**config.mk**
```make
export PLATFORM = sky130hd
export DESIGN_NAME = rng
export DESIGN_NICKNAME = d
export VERILOG_FILES = /design/src/rtl/rng_pkg.sv /design/src/rtl/rng_card_map.sv /design/src/rtl/rng_xorshift32_step.sv /design/src/rtl/rng.sv
export SDC_FILE = /design/constraint.sdc
export NUM_CORES = 1
export LEC_CHECK = 0
export ABC_AREA = 1
export CELL_PAD_IN_SITES_DETAIL_PLACEMENT = 1
export CELL_PAD_IN_SITES_GLOBAL_PLACEMENT = 1
export CORE_ASPECT_RATIO = 1.4
export CORE_MARGIN = 3
export CORE_UTILIZATION = 42
export DETAILED_ROUTE_END_ITERATION = 10
export PLACE_DENSITY_LB_ADDON = 0.05
export SETUP_SLACK_MARGIN = 0.15
export SLEW_MARGIN = 0
export SYNTH_ARGS = -nofsm -noshare
export SYNTH_HDL_FRONTEND = slang
export SYNTH_HIERARCHICAL = 1
export SYNTH_SLANG_ARGS = --single-unit
```
**constraint.sdc**
```tcl
create_clock -name clk -period 68.8 [get_ports clk]
set_input_delay 20.64 -clock clk [delete_from_list [all_inputs] [get_ports clk]]
set_output_delay 20.64 -clock clk [all_outputs]
set_load 0.02 [all_outputs]
```
**src/rtl/rng_pkg.sv**
```systemverilog
// Shared constants for the xorshift32 card generator.
// No logic here: shift amounts, deck geometry and the post-reset seed.
package rng_pkg;

    localparam int SHL_A = 13;
    localparam int SHR_B = 17;
    localparam int SHL_C = 5;

    localparam int DECK_SIZE = 52;
    localparam int NUM_RANKS = 13;

    localparam logic [31:0] DEFAULT_SEED = 32'h0000_0001;

endpackage

```
**src/rtl/rng_card_map.sv**
```systemverilog
// Maps a 32-bit value to deck index (x mod 52) and rank ((index mod 13) + 1).
// Latency: combinational; backpressure: none.
module rng_card_map
    import rng_pkg::*;
(
    input  logic [31:0] x,
    output logic [5:0]  index,
    output logic [3:0]  rank
);

    // x mod 52 == 4 * ((x >> 2) mod 13) + x[1:0]; the mod-13 uses 2^12 == 1 and
    // 2^4 == 3 (mod 13) to fold the operand down to a five-bit value.
    function automatic logic [3:0] fold_mod13(input logic [29:0] q);
        logic [13:0] s1;
        logic [12:0] s2;
        logic [9:0]  s3;
        logic [7:0]  s4;
        logic [5:0]  s5;
        logic [4:0]  s6;
        s1 = 14'(q[11:0]) + 14'(q[23:12]) + 14'(q[29:24]);
        s2 = 13'(s1[11:0]) + 13'(s1[13:12]);
        s3 = 10'(s2[12:4]) * 10'd3 + 10'(s2[3:0]);
        s4 = 8'(s3[9:4]) * 8'd3 + 8'(s3[3:0]);
        s5 = 6'(s4[7:4]) * 6'd3 + 6'(s4[3:0]);
        s6 = 5'(s5[5:4]) * 5'd3 + 5'(s5[3:0]);
        return (s6 >= 5'(NUM_RANKS)) ? 4'(s6 - 5'(NUM_RANKS)) : s6[3:0];
    endfunction

    logic [3:0] quarter_mod;
    logic [3:0] rem;

    always_comb begin
        quarter_mod = fold_mod13(x[31:2]);
        index       = {quarter_mod, x[1:0]};

        // index < 52, so at most three subtractions of 13
        if (index >= 6'(3 * NUM_RANKS)) begin
            rem = 4'(index - 6'(3 * NUM_RANKS));
        end else if (index >= 6'(2 * NUM_RANKS)) begin
            rem = 4'(index - 6'(2 * NUM_RANKS));
        end else if (index >= 6'(NUM_RANKS)) begin
            rem = 4'(index - 6'(NUM_RANKS));
        end else begin
            rem = index[3:0];
        end
        rank = rem + 4'd1;
    end

endmodule

```
**src/rtl/rng_xorshift32_step.sv**
```systemverilog
// One xorshift32 step, y = f(x); maps 0 to 0.
// Latency: combinational; backpressure: none.
module rng_xorshift32_step
    import rng_pkg::*;
(
    input  logic [31:0] x,
    output logic [31:0] y
);

    logic [31:0] t0;
    logic [31:0] t1;

    always_comb begin
        t0 = x ^ (x << SHL_A);
        t1 = t0 ^ (t0 >> SHR_B);
        y  = t1 ^ (t1 << SHL_C);
    end

endmodule

```
**src/rtl/rng.sv**
```systemverilog
// Seedable xorshift32 generator with card mapping plus a free combinational step.
// Latency: next/next_rank 0 cycles, state 1 cycle; backpressure: none, every cycle accepts a command.
module rng #(
    parameter logic [31:0] DEFAULT_SEED = rng_pkg::DEFAULT_SEED
) (
    input  logic        clk,
    input  logic        rst_n,
    input  logic [31:0] current,
    output logic [31:0] next,
    output logic [3:0]  next_rank,
    input  logic        seed_load,
    input  logic [31:0] seed,
    input  logic        step,
    output logic [31:0] state,
    output logic [5:0]  card_index,
    output logic [3:0]  card_rank
);

    import rng_pkg::*;

    logic [31:0] state_q;
    logic [31:0] state_step;
    logic [5:0]  next_index_unused;

    rng_xorshift32_step u_next_step (
        .x (current),
        .y (next)
    );

    rng_xorshift32_step u_state_step (
        .x (state_q),
        .y (state_step)
    );

    rng_card_map u_next_map (
        .x     (next),
        .index (next_index_unused),
        .rank  (next_rank)
    );

    rng_card_map u_state_map (
        .x     (state_q),
        .index (card_index),
        .rank  (card_rank)
    );

    // A zero seed would lock xorshift at 0 forever, so it is replaced.
    always_ff @(posedge clk) begin
        if (!rst_n) begin
            state_q <= DEFAULT_SEED;
        end else if (seed_load) begin
            state_q <= (seed == 32'd0) ? DEFAULT_SEED : seed;
        end else if (step) begin
            state_q <= state_step;
        end
    end

    assign state = state_q;

endmodule

```
==> results of run 1 <==
-- cell usage in the layout, fill, tap and decap left out, types with 45 or more instances in the layout --
master	n
inv_1	270
a21oi_1	72
ha_1	138
clkdlybuf4s50_1	145
xor2_1	50
nand2_2	55
nand3_1	104
nor2_1	95
o21ai_0	45
nand2_1	588
-- how the worst min path moves through the flow --
| stage | start | endpoint | slack (ns) | cells past startpoint |
|---|---|---|---|---|
| after floorplan | state[25] | state[25] | 0.62 | 2 |
| after global placement | state[25] | state[25] | 0.57 | 2 |
| after detailed placement | state[25] | state[25] | 0.58 | 2 |
| after CTS | state[25] | state[25] | 0.59 | 2 |
| after global routing | state[24] | state[24] | 0.63 | 2 |
| final | state[25] | state[25] | 0.59 | 2 |
-- tightest hold or removal path, stage by stage (launching register included) --
cell and delay, ns:
dfxtp_1 0.35, o21ai_1 0.14, a21oi_1 0.05
-- per-stage QoR --
step / setup WS [ns] / area, um2 / util, % / cells / hold WS, ns
floorplan: 16.16 / 9856 / - / 1709 / 0.6225
global placement: 14.77 / 11580 / 50.87 / 2139 / 0.5689
detailed placement: 14.03 / 11580 / 50.87 / 2139 / 0.5845
CTS: 13.99 / 11750 / 51.59 / 2147 / 0.5920
global route: 12.84 / 11750 / 51.59 / 2147 / 0.6320
finish: 14.08 / 11750 / 51.59 / 2147 / 0.5857
-- layer usage --
layer  up-vias  global-route usage (%)  routed length (um)
met1      5194                   26.32               12580
met2       200                   49.12               17220
met5         -                       0                  18
li1       5607                       -                   -
met4         2                   10.01                1415
met3        75                   2.610                1074
-- area by class of cell --
type                    count  area (um2)
multi-input cells        1351        7941
clock buffers               6       128.9
flip-flops and latches     32       640.6
fillers                  3272       11020
inverters                 308        1159
clock inverters             2       35.03
repair buffers            147        1466
well taps                 301       376.6
==> results_dict.tcl, run 1 <==
set metrics [dict create \
    worstHoldPathType "reg -> reg" \
    wire_per_inst_um 15.04 \
    crit_required_ns 48.16 \
    crit_arrival_ns 34.08 \
    worst_slew_pin_slew_ns 1.218 \
    grt_pass1_wl_um 53070 \
    drive_gt1_share_pct 7.367 \
    hold_viol 0 \
    areaGrowthSynthToFinish_pct 19.19 \
    clock_latency_ns 0.27 \
    path_max_fanout 8 \
    hold_buffers 0 \
    rows 65 \
    largest_reg_flops 32 \
    grt_usage_pct 24.97 \
    via_per_inst 5.160 \
    cts_max_level 2 \
    crit_path_end_kind "primary output" \
    setup_tns_ns 0 \
    grt_max_degree 35 \
    postRouteAntennaNets 0 \
    cpPeakStageDelay_ns 0.59 \
    cp_slowest_cell "clkdlybuf4s50_1" \
    r2r_cells 9 \
    clkSlewWorstSetupHoldPaths_ns 0.06 \
    drv_slew 0 \
    rsz0062_at_grt "false" \
    timing.slew.headroom_pct 18.54 \
    clk_path_buf_depth 2 \
    clock_skew_ns 0.007709 \
    place_congestion 0.9048 \
    period_share_pct 79.53 \
    endpoint "next_rank[3]" \
    io_buffer_count 145 \
    crit_cells 81 \
    die_w_um 135.5 \
    syn-cell-area_um2 9856 \
    wirelength_um 32300 \
    dieArea_um2 25370 \
    yosysWarnings 6 \
    numCtsBuffers 5 \
    status "complete, no violations" \
    drtIter0Drc 361 \
    place_hpwl_um 28060 \
    firstDrtPassIters 4 \
    diodes 0 \
    regToRegSetupSlack_ns 66.84 \
    clock_sinks 32 \
    nets 2073 \
    r2r-end "state[18]" \
    ctsResizeCount 0 \
    start_kind "input port" \
    die_y_um 187.3 \
    setup_violations 0 \
    coreArea_um2 22770 \
    tritoncts "built" \
    netlist_instances 1709 \
    maxCapViolations 0 \
    startpoint "current[1]" \
    antenna_found_initial 1 \
    worstReg2RegStart "state[0]" \
    drc 0 \
    vias 11080 \
    critical_path_class "in -> out" \
    start_util_pct 43.28 \
    avgSynthCellArea_um2 5.767 \
    critPathTopFamily "adder cells" \
    cp_common_cell "nand2_1" \
    period_needed_ns 54.72 \
    ios 146 \
    root_buffer "clkbuf_16" \
    critPathBufInv 13 \
    fmax_mhz 18.28 \
    grt_pass1_vias 11590 \
    overflow 0 \
    synth_nets 1937 \
    cts_setup_buffers 0 \
]
Power of run 1 is not shown: default switching activity piles up to over one toggle a cycle in this logic, so the estimate is an artifact.
==> run 2, diff against run 1 <==
CORE_UTILIZATION = 39   (was 42)
clock period = 55.1 ns   (was 68.8 ns; I/O delays follow)
==> run 2 against run 1 <==
Final cell count increased by 0.65%. Register-to-register slack got worse by 13 ns. Via count decreased by 0.26%. Routed wire length increased by 1.9%. Critical path depth decreased by 3. Non-clock buffer count unchanged. Critical path type unchanged.
==> results_dict.tcl, run 2 (same netlist as run 1, synthesis figures left out) <==
set metrics [dict create \
    grt_pass1_vias 11650 \
    clock_sinks 32 \
    worst_slew_pin_slew_ns 1.252 \
    clock_skew_ns 0.003879 \
    maxCapViolations 0 \
    rows 68 \
    cts_setup_buffers 0 \
    crit_required_ns 38.57 \
    ctsResizeCount 0 \
    die_y_um 194.1 \
    grt_usage_pct 23.81 \
    dieArea_um2 27240 \
    root_buffer "clkbuf_16" \
    grt.met1_usage_pct 24.82 \
    stdcell_count 2161 \
    grt_pass1_wl_um 54810 \
    start_kind "input port" \
    layout_commonest_cell "nand2_1" \
    use_met2_pct 48.60 \
    wirelength_um 32910 \
    ios 146 \
    antenna_found_initial 1 \
    fin_util_pct 47.52 \
    vias 11050 \
    final_cell_mix "nand2_1 (588), inv_1 (270), clkdlybuf4s50_1 (145), ha_1 (138), nand3_1 (104)" \
    setup_tns_ns 0 \
    nets 2073 \
    place_hpwl_um 28710 \
    hold_buffers 0 \
    clkSlewWorstSetupHoldPaths_ns 0.06 \
    areaGrowthSynthToFinish_pct 19.37 \
    largest_reg_flops 32 \
    hold_viol 0 \
    coreArea_um2 24760 \
    start_util_pct 39.81 \
    crit_arrival_ns 29.94 \
    critPathTopFamily "adder cells" \
    period_share_pct 84.34 \
    wire_per_inst_um 15.23 \
    tritoncts "built" \
    place_congestion 0.8857 \
    cp_common_cell "nand2_1" \
    diodes 0 \
    status "complete, no violations" \
    clock_latency_ns 0.28 \
    die_w_um 140.4 \
    grt_max_degree 35 \
    met3_usage_pct 1.826 \
    placed_cells 2153 \
    postRouteAntennaNets 0 \
    drc 0 \
    cpPeakStageDelay_ns 0.63 \
    drv_slew 0 \
    rsz0062_at_grt "false" \
    setup_violations 0 \
    path_max_fanout 8 \
    firstDrtPassIters 4 \
    worstReg2RegStart "state[1]" \
    fmax_mhz 21.52 \
    holdWs_ns 0.5871 \
    cp_slowest_cell "clkdlybuf4s50_1" \
    via_per_inst 5.113 \
    worstHoldPathType "reg -> reg" \
    drtIter0Drc 302 \
    hp-start "state[25]" \
    startpoint "current[1]" \
    period_needed_ns 46.47 \
    crit_path_end_kind "primary output" \
    critical_path_class "in -> out" \
    overflow 0 \
    critPathBufInv 13 \
    timing.slew.headroom_pct 16.29 \
    clk_path_buf_depth 2 \
    numCtsBuffers 5 \
    busiest_layer "met2" \
    io_buffer_count 145 \
    drive_gt1_share_pct 7.367 \
    cts_max_level 2 \
]
run 2: cell counts in the layout (fill, tap and decap cells not counted):
Identical to the previous run, type by type.
run 2: worst min-delay path, stage by stage (launching register included):
cell	delay [ns]
dfxtp_1	0.35
o21ai_1	0.14
a21oi_1	0.05
run 2: worst paths after layout:
path / endpoint / cells after the start / slack (ns)
worst max register to register: state[14] / 9 / 53.36
worst max-delay path: next_rank[2] / 78 / 8.63
worst min-delay path: state[25] / 2 / 0.59
worst min register to register: state[25] / 2 / 0.59
run 2: final cells by class:
| type | count | area, um2 |
|---|---|---|
| Timing Repair Buffer | 147 | 1466 |
| Tap cell | 315 | 394.1 |
| Fill cell | 3523 | 12990 |
| Inverter | 308 | 1159 |
| Multi-Input combinational cell | 1351 | 7941 |
| Sequential cell | 32 | 640.6 |
| Clock inverter | 2 | 35.03 |
| Clock buffer | 6 | 128.9 |
run 2: per-stage QoR:
stage | area, um2 | setup WS (ns)
final | 11770 | 8.627
after global routing | 11770 | 7.221
after CTS | 11770 | 8.548
after detailed placement | 11600 | 8.560
after global placement | 11600 | 9.267
after floorplan | 9856 | 10.68
run 2: metal layers:
layer / vias to the layer above / routed length (um)
met2: 176 / 18290
met4: 2 / 1204
met5: - / 13
met3: 67 / 828
met1: 5206 / 12570
li1: 5598 / -
Power of run 2 is left out for the same reason.
